[src/rtl/colddrink_dispenser.sv]
// colddrink_dispenser: vending controller for coke (3), pepsi (4) and maaza (2) with change and refund.
//   clock          rising-edge system clock
//   reset          synchronous active-low reset
//   input_coin     coin value 1..7, 0 = no coin
//   sel_colddrink  00 none/cancel, 01 coke, 10 pepsi, 11 maaza
//   out            one-cycle dispense strobe
//   coke/pepsi/maaza  one-cycle drink strobes, asserted together with out
//   change         change or refund amount, nonzero only in the dispense/refund cycle
//   balance        accumulated credit
module colddrink_dispenser (
    input  logic       clock,
    input  logic       reset,
    input  logic [2:0] input_coin,
    input  logic [1:0] sel_colddrink,
    output logic       out,
    output logic       coke,
    output logic       pepsi,
    output logic       maaza,
    output logic [2:0] change,
    output logic [2:0] balance
);
    localparam logic [1:0] IDLE     = 2'd0;
    localparam logic [1:0] COLLECT  = 2'd1;
    localparam logic [1:0] DISPENSE = 2'd2;
    localparam logic [1:0] REFUND   = 2'd3;

    logic [1:0] state, state_n, drink, drink_n, cur_sel;
    logic [2:0] prev_coin, cur_price, change_n, balance_n;
    logic [3:0] sum, diff;
    logic       coin_ok, out_n, coke_n, pepsi_n, maaza_n;

    function automatic logic [2:0] price_of(input logic [1:0] s);
        return s == 2'b01 ? 3'd3 : s == 2'b10 ? 3'd4 : 3'd2;
    endfunction

    // A coin counts only on the cycle its value first appears, so a held coin is taken once.
    assign coin_ok   = input_coin != 3'd0 && input_coin != prev_coin;
    // With no credit yet the selection still follows the panel; credit locks it.
    assign cur_sel   = balance == 3'd0 ? sel_colddrink : drink;
    assign cur_price = price_of(cur_sel);
    assign sum       = {1'b0, balance} + {1'b0, input_coin};
    assign diff      = sum - {1'b0, cur_price};

    always_comb begin
        state_n   = state;
        drink_n   = drink;
        balance_n = balance;
        change_n  = 3'd0;
        out_n     = 1'b0;
        coke_n    = 1'b0;
        pepsi_n   = 1'b0;
        maaza_n   = 1'b0;
        case (state)
            IDLE: begin
                balance_n = 3'd0;
                if (sel_colddrink != 2'b00) begin
                    state_n = COLLECT;
                    drink_n = sel_colddrink;
                end
            end
            COLLECT: begin
                if (sel_colddrink == 2'b00) begin
                    // Cancel wins over a coin arriving in the same cycle.
                    state_n   = balance == 3'd0 ? IDLE : REFUND;
                    change_n  = balance;
                    balance_n = 3'd0;
                end else begin
                    drink_n = cur_sel;
                    if (coin_ok) begin
                        if (sum >= {1'b0, cur_price}) begin
                            state_n   = DISPENSE;
                            out_n     = 1'b1;
                            coke_n    = cur_sel == 2'b01;
                            pepsi_n   = cur_sel == 2'b10;
                            maaza_n   = cur_sel == 2'b11;
                            change_n  = diff[2:0];
                            balance_n = 3'd0;
                        end else begin
                            balance_n = sum[2:0];
                        end
                    end
                end
            end
            default: begin
                state_n   = IDLE;
                balance_n = 3'd0;
            end
        endcase
    end

    always_ff @(posedge clock) begin
        if (!reset) begin
            state     <= IDLE;
            drink     <= 2'b00;
            prev_coin <= 3'd0;
            balance   <= 3'd0;
            change    <= 3'd0;
            out       <= 1'b0;
            coke      <= 1'b0;
            pepsi     <= 1'b0;
            maaza     <= 1'b0;
        end else begin
            state     <= state_n;
            drink     <= drink_n;
            prev_coin <= input_coin;
            balance   <= balance_n;
            change    <= change_n;
            out       <= out_n;
            coke      <= coke_n;
            pepsi     <= pepsi_n;
            maaza     <= maaza_n;
        end
    end
endmodule

[config.mk]
export PLATFORM = sky130hd
export DESIGN_NAME = colddrink_dispenser
export DESIGN_NICKNAME = d
export VERILOG_FILES = /design/src/rtl/colddrink_dispenser.sv
export SDC_FILE = /design/constraint.sdc
export NUM_CORES = 1
export LEC_CHECK = 0
export ABC_CLOCK_PERIOD_IN_PS = 5200
export BUFFER_PORTS_ARGS = -buffer_cell sky130_fd_sc_hd__buf_4
export CELL_PAD_IN_SITES_DETAIL_PLACEMENT = 1
export CELL_PAD_IN_SITES_GLOBAL_PLACEMENT = 1
export CORE_MARGIN = 8
export CORE_UTILIZATION = 35
export DETAILED_ROUTE_END_ITERATION = 8
export GPL_TIMING_DRIVEN = 0
export PLACE_DENSITY = 0.64
export REMOVE_ABC_BUFFERS = 1
export SYNTH_ARGS = -nofsm -noshare
export SYNTH_HDL_FRONTEND = slang
export SYNTH_SLANG_ARGS = --single-unit
[constraint.sdc]
create_clock -name clock -period 5.2 [get_ports clock]
set_clock_uncertainty 0.1 [all_clocks]
set_input_delay 0.26 -clock clock [delete_from_list [all_inputs] [get_ports clock]]
set_output_delay 0.26 -clock clock [all_outputs]
set_load 0.01 [all_outputs]
; ---- After elaboration in Yosys (flattened, before gate mapping)
; Cells that the tools add are included.
; W data, S select, Z words.
[word_totals]
wordCells = 55
reg_bits = 17
inputBits = 7
output_inout_bits = 10
[op_classes]
n_mux = 17
reduce_logical = 13
n_eq_ne = 9
n_lt_le_gt_ge = 1
bitwise_logic = 4
addsub = 2
[ops]
columns = op, n
row1 = $mux W3, 6
row2 = $mux W2, 8
row3 = $pmux W2 S2, 2
row4 = $ne A3 B3 Y1 const B, 2
row5 = $reduce_and A3 Y1, 2
row6 = $reduce_or A5 Y1, 1
row7 = $add A3 B3 Y4, 1
row8 = $eq A2 B1 Y1 const B, 2
row9 = $eq A2 B2 Y1 const B, 2
row10 = $ge A4 B3 Y1, 1
row11 = $logic_not A2 Y1, 2
row12 = $ne A2 B2 Y1 const B, 2
row13 = $not A1 Y1, 4
row14 = $reduce_bool A2 Y1, 2
row15 = $reduce_or A4 Y1, 1
row16 = $logic_not A3 Y1, 1
row17 = $ne A3 B3 Y1, 1
row18 = $reduce_bool A3 Y1, 1
row19 = $reduce_or A3 Y1, 1
row20 = $sub A3 B3 Y3, 1
row21 = $reduce_and A2 Y1, 1
row22 = $logic_and A1 B1 Y1, 1
row23 = $mux W1, 1

; ---- Longest topological paths before layout
[logic_depth]
depth_word = 10
ltp_mapped = 11
mapped_depth_nobuf = 11

; ---- Least setup slack after synthesis
; OpenSTA, ideal clock, no wires.
[synth_path]
kind = register -> register
start = register balance[1]
end = register state[0]
setup_time_ns = 0.060
required_ns = 5.040
stages_incl_launch_ff = 9
period_less_slack_ns = 2.637
path_buffers = 0
slack_ns = 2.563
arrival_ns = 2.477
cell_sequence = dfxtp_1 nor3_1 mux2i_1 nand2_1 ha_1 a21boi_1 or4_4 nand3_4 o2111a_1
[synth_between]
elab_chain_len = 8
elab_cells_between_ends = 13
classes_between = add/sub (1) / order compare (1) / eq/ne (3) / mux (6) / reduce/logical (2)
[synth_lines]
columns = element, line_no
row1 = start: declaration, 20  ; output logic [2:0] balance
row2 = start signal: assignment, 106  ; balance <= balance_n;
row3 = $logic_not A3 Y1, "39, 64"
row4 = $mux W2, 39  ; assign cur_sel = balance == 3'd0 ? sel_colddrink : drink;
row5 = $eq A2 B2 Y1, 33  ; return s == 2'b01 ? 3'd3 : s == 2'b10 ? 3'd4 : 3'd2;
row6 = $mux W3 (2 in series), 33
row7 = $ge A4 B3 Y1, 70  ; if (sum >= {1'b0, cur_price}) begin
row8 = $ne A3 B3 Y1 (no line), n/a
row9 = $reduce_and A3 Y1 (no line), n/a
row10 = end signal: assignment, 103  ; state <= state_n;
row11 = end: declaration, 27  ; logic [1:0] state, state_n, drink, drink_n, cur_sel;
; Parallel ways exist; a longest one is shown, timed or not.
; A chain may end at the register's enable or synchronous reset.

; ---- Worst setup path in the final report
; Same ends and word-level chain as after synthesis.

==> results.sh <==
export IMPL_p_sw_frac=0.301
export IMPL_initial_core_util=0.371
export IMPL_synth_edff_count=0
export IMPL_setup_tns_final_ns=0
export IMPL_first_pass_iters=4
export IMPL_overflow=0
export IMPL_drt_wirelength_per_cell_um=14.1
export IMPL_antenna_found_initial=0
export IMPL_mappedNetlistArea_um2=928
export IMPL_cts_buffers=3
export IMPL_power_density_mw_per_mm2=254
export IMPL_post_dp_cell_area_mm2=0.00108
export IMPL_synth_cell_type_count=31
export IMPL_routed_via_density=5.10
export IMPL_post_route_min_period_ns=2.91
export IMPL_gp_congestion=0.772
export IMPL_critical_path_max_stage_delay_ns=0.49
export IMPL_worstPathCellList="nor3_1 -> mux2i_1 -> nand2_1 -> ha_1 -> a21boi_1 -> or4_4 -> nand3_4 -> o2111a_1"
export IMPL_hold_class="primary input to flip-flop"
export IMPL_final_hold_violation_count=0
export IMPL_layout_drive_gt1_share=0.220
export IMPL_clk_pin_slew_ns=0.11
export IMPL_rsz0062_at_grt="false"
export IMPL_crit_fanout=9
export IMPL_layout_common_cells="25 x nand2_1, 17 x dfxtp_1, 16 x buf_4"
export IMPL_die_area_mm2=0.00456
export IMPL_setup_viol=0
export IMPL_start_kind="flip-flop"
export IMPL_stdcell_area_mm2=0.00111
export IMPL_area_growth_pct=19.4
export IMPL_power_switching_mw=0.0846
export IMPL_cts_root_buf="clkbuf_4"
export IMPL_p_clk_frac=0.251
export IMPL_layout_commonest_cell="nand2_1"
export IMPL_finalCritPeriodShare=0.560
export IMPL_postCtsSetupBuffers=0
export IMPL_seq_area_frac_synth=0.367
export IMPL_ir_worst_vdd_mv=0.164
export IMPL_core_rowCount=18
export IMPL_p_int_mw=0.197
export IMPL_synth_top_cell_area_share=0.367
export IMPL_status="complete, no violations"
export IMPL_core_area_mm2=0.00250
export IMPL_die_x_um=67.5
export IMPL_dpl_hpwl_um=1730
export IMPL_h_tree_depth=1
export IMPL_io_buffer_count=16
export IMPL_synth_largest_area_cell="dfxtp_1"
export IMPL_clock_path_buffers=2
export IMPL_required_ns=5.35
export IMPL_synth_seq_cells=17
export IMPL_cp_slowest_cell="or4_4"
export IMPL_p_leak_nw=0.486
export IMPL_cp_end_kind="flip-flop"
export IMPL_drc=0
export IMPL_syn_inst=104
export IMPL_grt_max_degree=10
export IMPL_dr_total_vias=781
export IMPL_maxCapViolCount=0
export IMPL_ff2ff_path_depth=8
export IMPL_syn_area_per_cell_um2=8.93
export IMPL_drv_slew=0
export IMPL_async_flop_share=0
export IMPL_routed_wl_um=2160
export IMPL_pin_count=17
export IMPL_seq_power_share=0.505
export IMPL_slew_limit_headroom=0.655
export IMPL_nNetsFinal=139
export IMPL_cts_sinks=17
export IMPL_die_y_um=67.5
export IMPL_diodes=0
export IMPL_ctsHoldBuffers=0
export IMPL_synth_main_ff_cell="dfxtp_1"
export IMPL_cts_tree="built"
export IMPL_critPathKind="flip-flop to flip-flop"
export IMPL_worstMarginPinSlew_ns=0.513
export IMPL_power_frac_comb=0.244
export IMPL_post_cts_resized=0
export IMPL_synth_area_leaders="dfxtp_1 37%, nand2_1 10%, ha_1 8.1%"
export IMPL_arrival_ns=3.06
export IMPL_power_mw=0.282
export IMPL_drt_iter0_drc=27
export IMPL_hold_depth=2
export IMPL_grt_pass1_wl_um=3810
export IMPL_grt_total_usage=0.106
export IMPL_postRouteAntennaNets=0
export IMPL_worst_skew_pair_late_latency_ns=0.29
export IMPL_synth_warnings=0
export IMPL_max_freq_mhz=343
export IMPL_grt_pass1_vias=815
sequential cells by signal (all words and copies together) (netlist names):
name       count
balance        3
change         3
prev_coin      3
drink          2
state          2
coke           1
maaza          1
out            1
pepsi          1
layout make-up:
type / count / area (µm²)
fill: 313 / 1390
multi-input combinational: 81 / 566
sequential: 17 / 340
timing repair buffer: 16 / 120
tap: 30 / 37.5
clock buffer: 4 / 26.3
inverter: 5 / 18.8
cells in the mapped netlist (2+ instances only):
cell type,instances
nand2_1,25
dfxtp_1,17
nor2_1,7
ha_1,6
inv_1,5
nand3_1,5
mux2i_1,4
and2_1,3
nor3_1,3
o31ai_1,3
a21boi_0,2
a21oi_1,2
fa_1,2
nor4_1,2
or2_1,2
worst paths after layout:
check                               start                      end  slack (ns)
setup reg to reg  balance[1]$_SDFFE_PP0P_    state[0]$_SDFFE_PN0P_        2.29
hold reg to reg     drink[0]$_SDFFE_PN0P_    drink[0]$_SDFFE_PN0P_        0.39
setup / recovery  balance[1]$_SDFFE_PP0P_    state[0]$_SDFFE_PN0P_        2.29
hold / removal              input_coin[0]  prev_coin[0]$_SDFF_PN0_        0.12
critical path, delay by kind of cell (launching register included):
kind	cells	cell delay (ns)
simple gates	4	1.21
compound gates	2	0.36
flops	1	0.41
fa+ha+maj	1	0.36
mux	1	0.41
power by group through the flow:
stage / registers, mW / clock network [mW] / logic [mW]
2_1_floorplan: 0.145 / 0 / 0.0477
3_3_place_gp: 0.145 / 0 / 0.0682
3_5_place_dp: 0.145 / 0 / 0.0698
4_1_cts: 0.142 / 0.0744 / 0.0701
5_1_grt: 0.143 / 0.0796 / 0.0776
6_report: 0.142 / 0.0707 / 0.0688
metal layers:
| layer | routed length, µm | global-route usage | vias to the layer above |
|---|---|---|---|
| met1 | 1090 | 0.142 | 366 |
| met3 | 145 | 0.0447 | 2 |
| li1 | - | - | 400 |
| met4 | 10 | 0.0235 | 0 |
| met2 | 914 | 0.155 | 13 |
| met5 | 0 | 0 | - |
logic make-up (layout without fill, tap and decap cells):
group / Yosys count / in the layout / share of synthesized area
fa+ha+maj: 8 / 8 / 0.124
flops: 17 / 17 / 0.367
buf+inv: 6 / 25 / 0.0243
simple gates: 53 / 53 / 0.295
xor+xnor: 2 / 2 / 0.0189
compound gates: 14 / 14 / 0.128
mux: 4 / 4 / 0.0431
through the flow:
step	setup slack (ns)	utilization	std cells	hold WS (ns)
2_1_floorplan	2.56	-	103	0.282
3_3_place_gp	2.31	0.433	149	0.363
3_5_place_dp	2.28	0.433	149	0.383
4_1_cts	2.25	0.443	153	0.106
5_1_grt	2.00	0.443	153	0.124
6_report	2.29	0.443	153	0.115
Power figures use the tool's default switching activity.
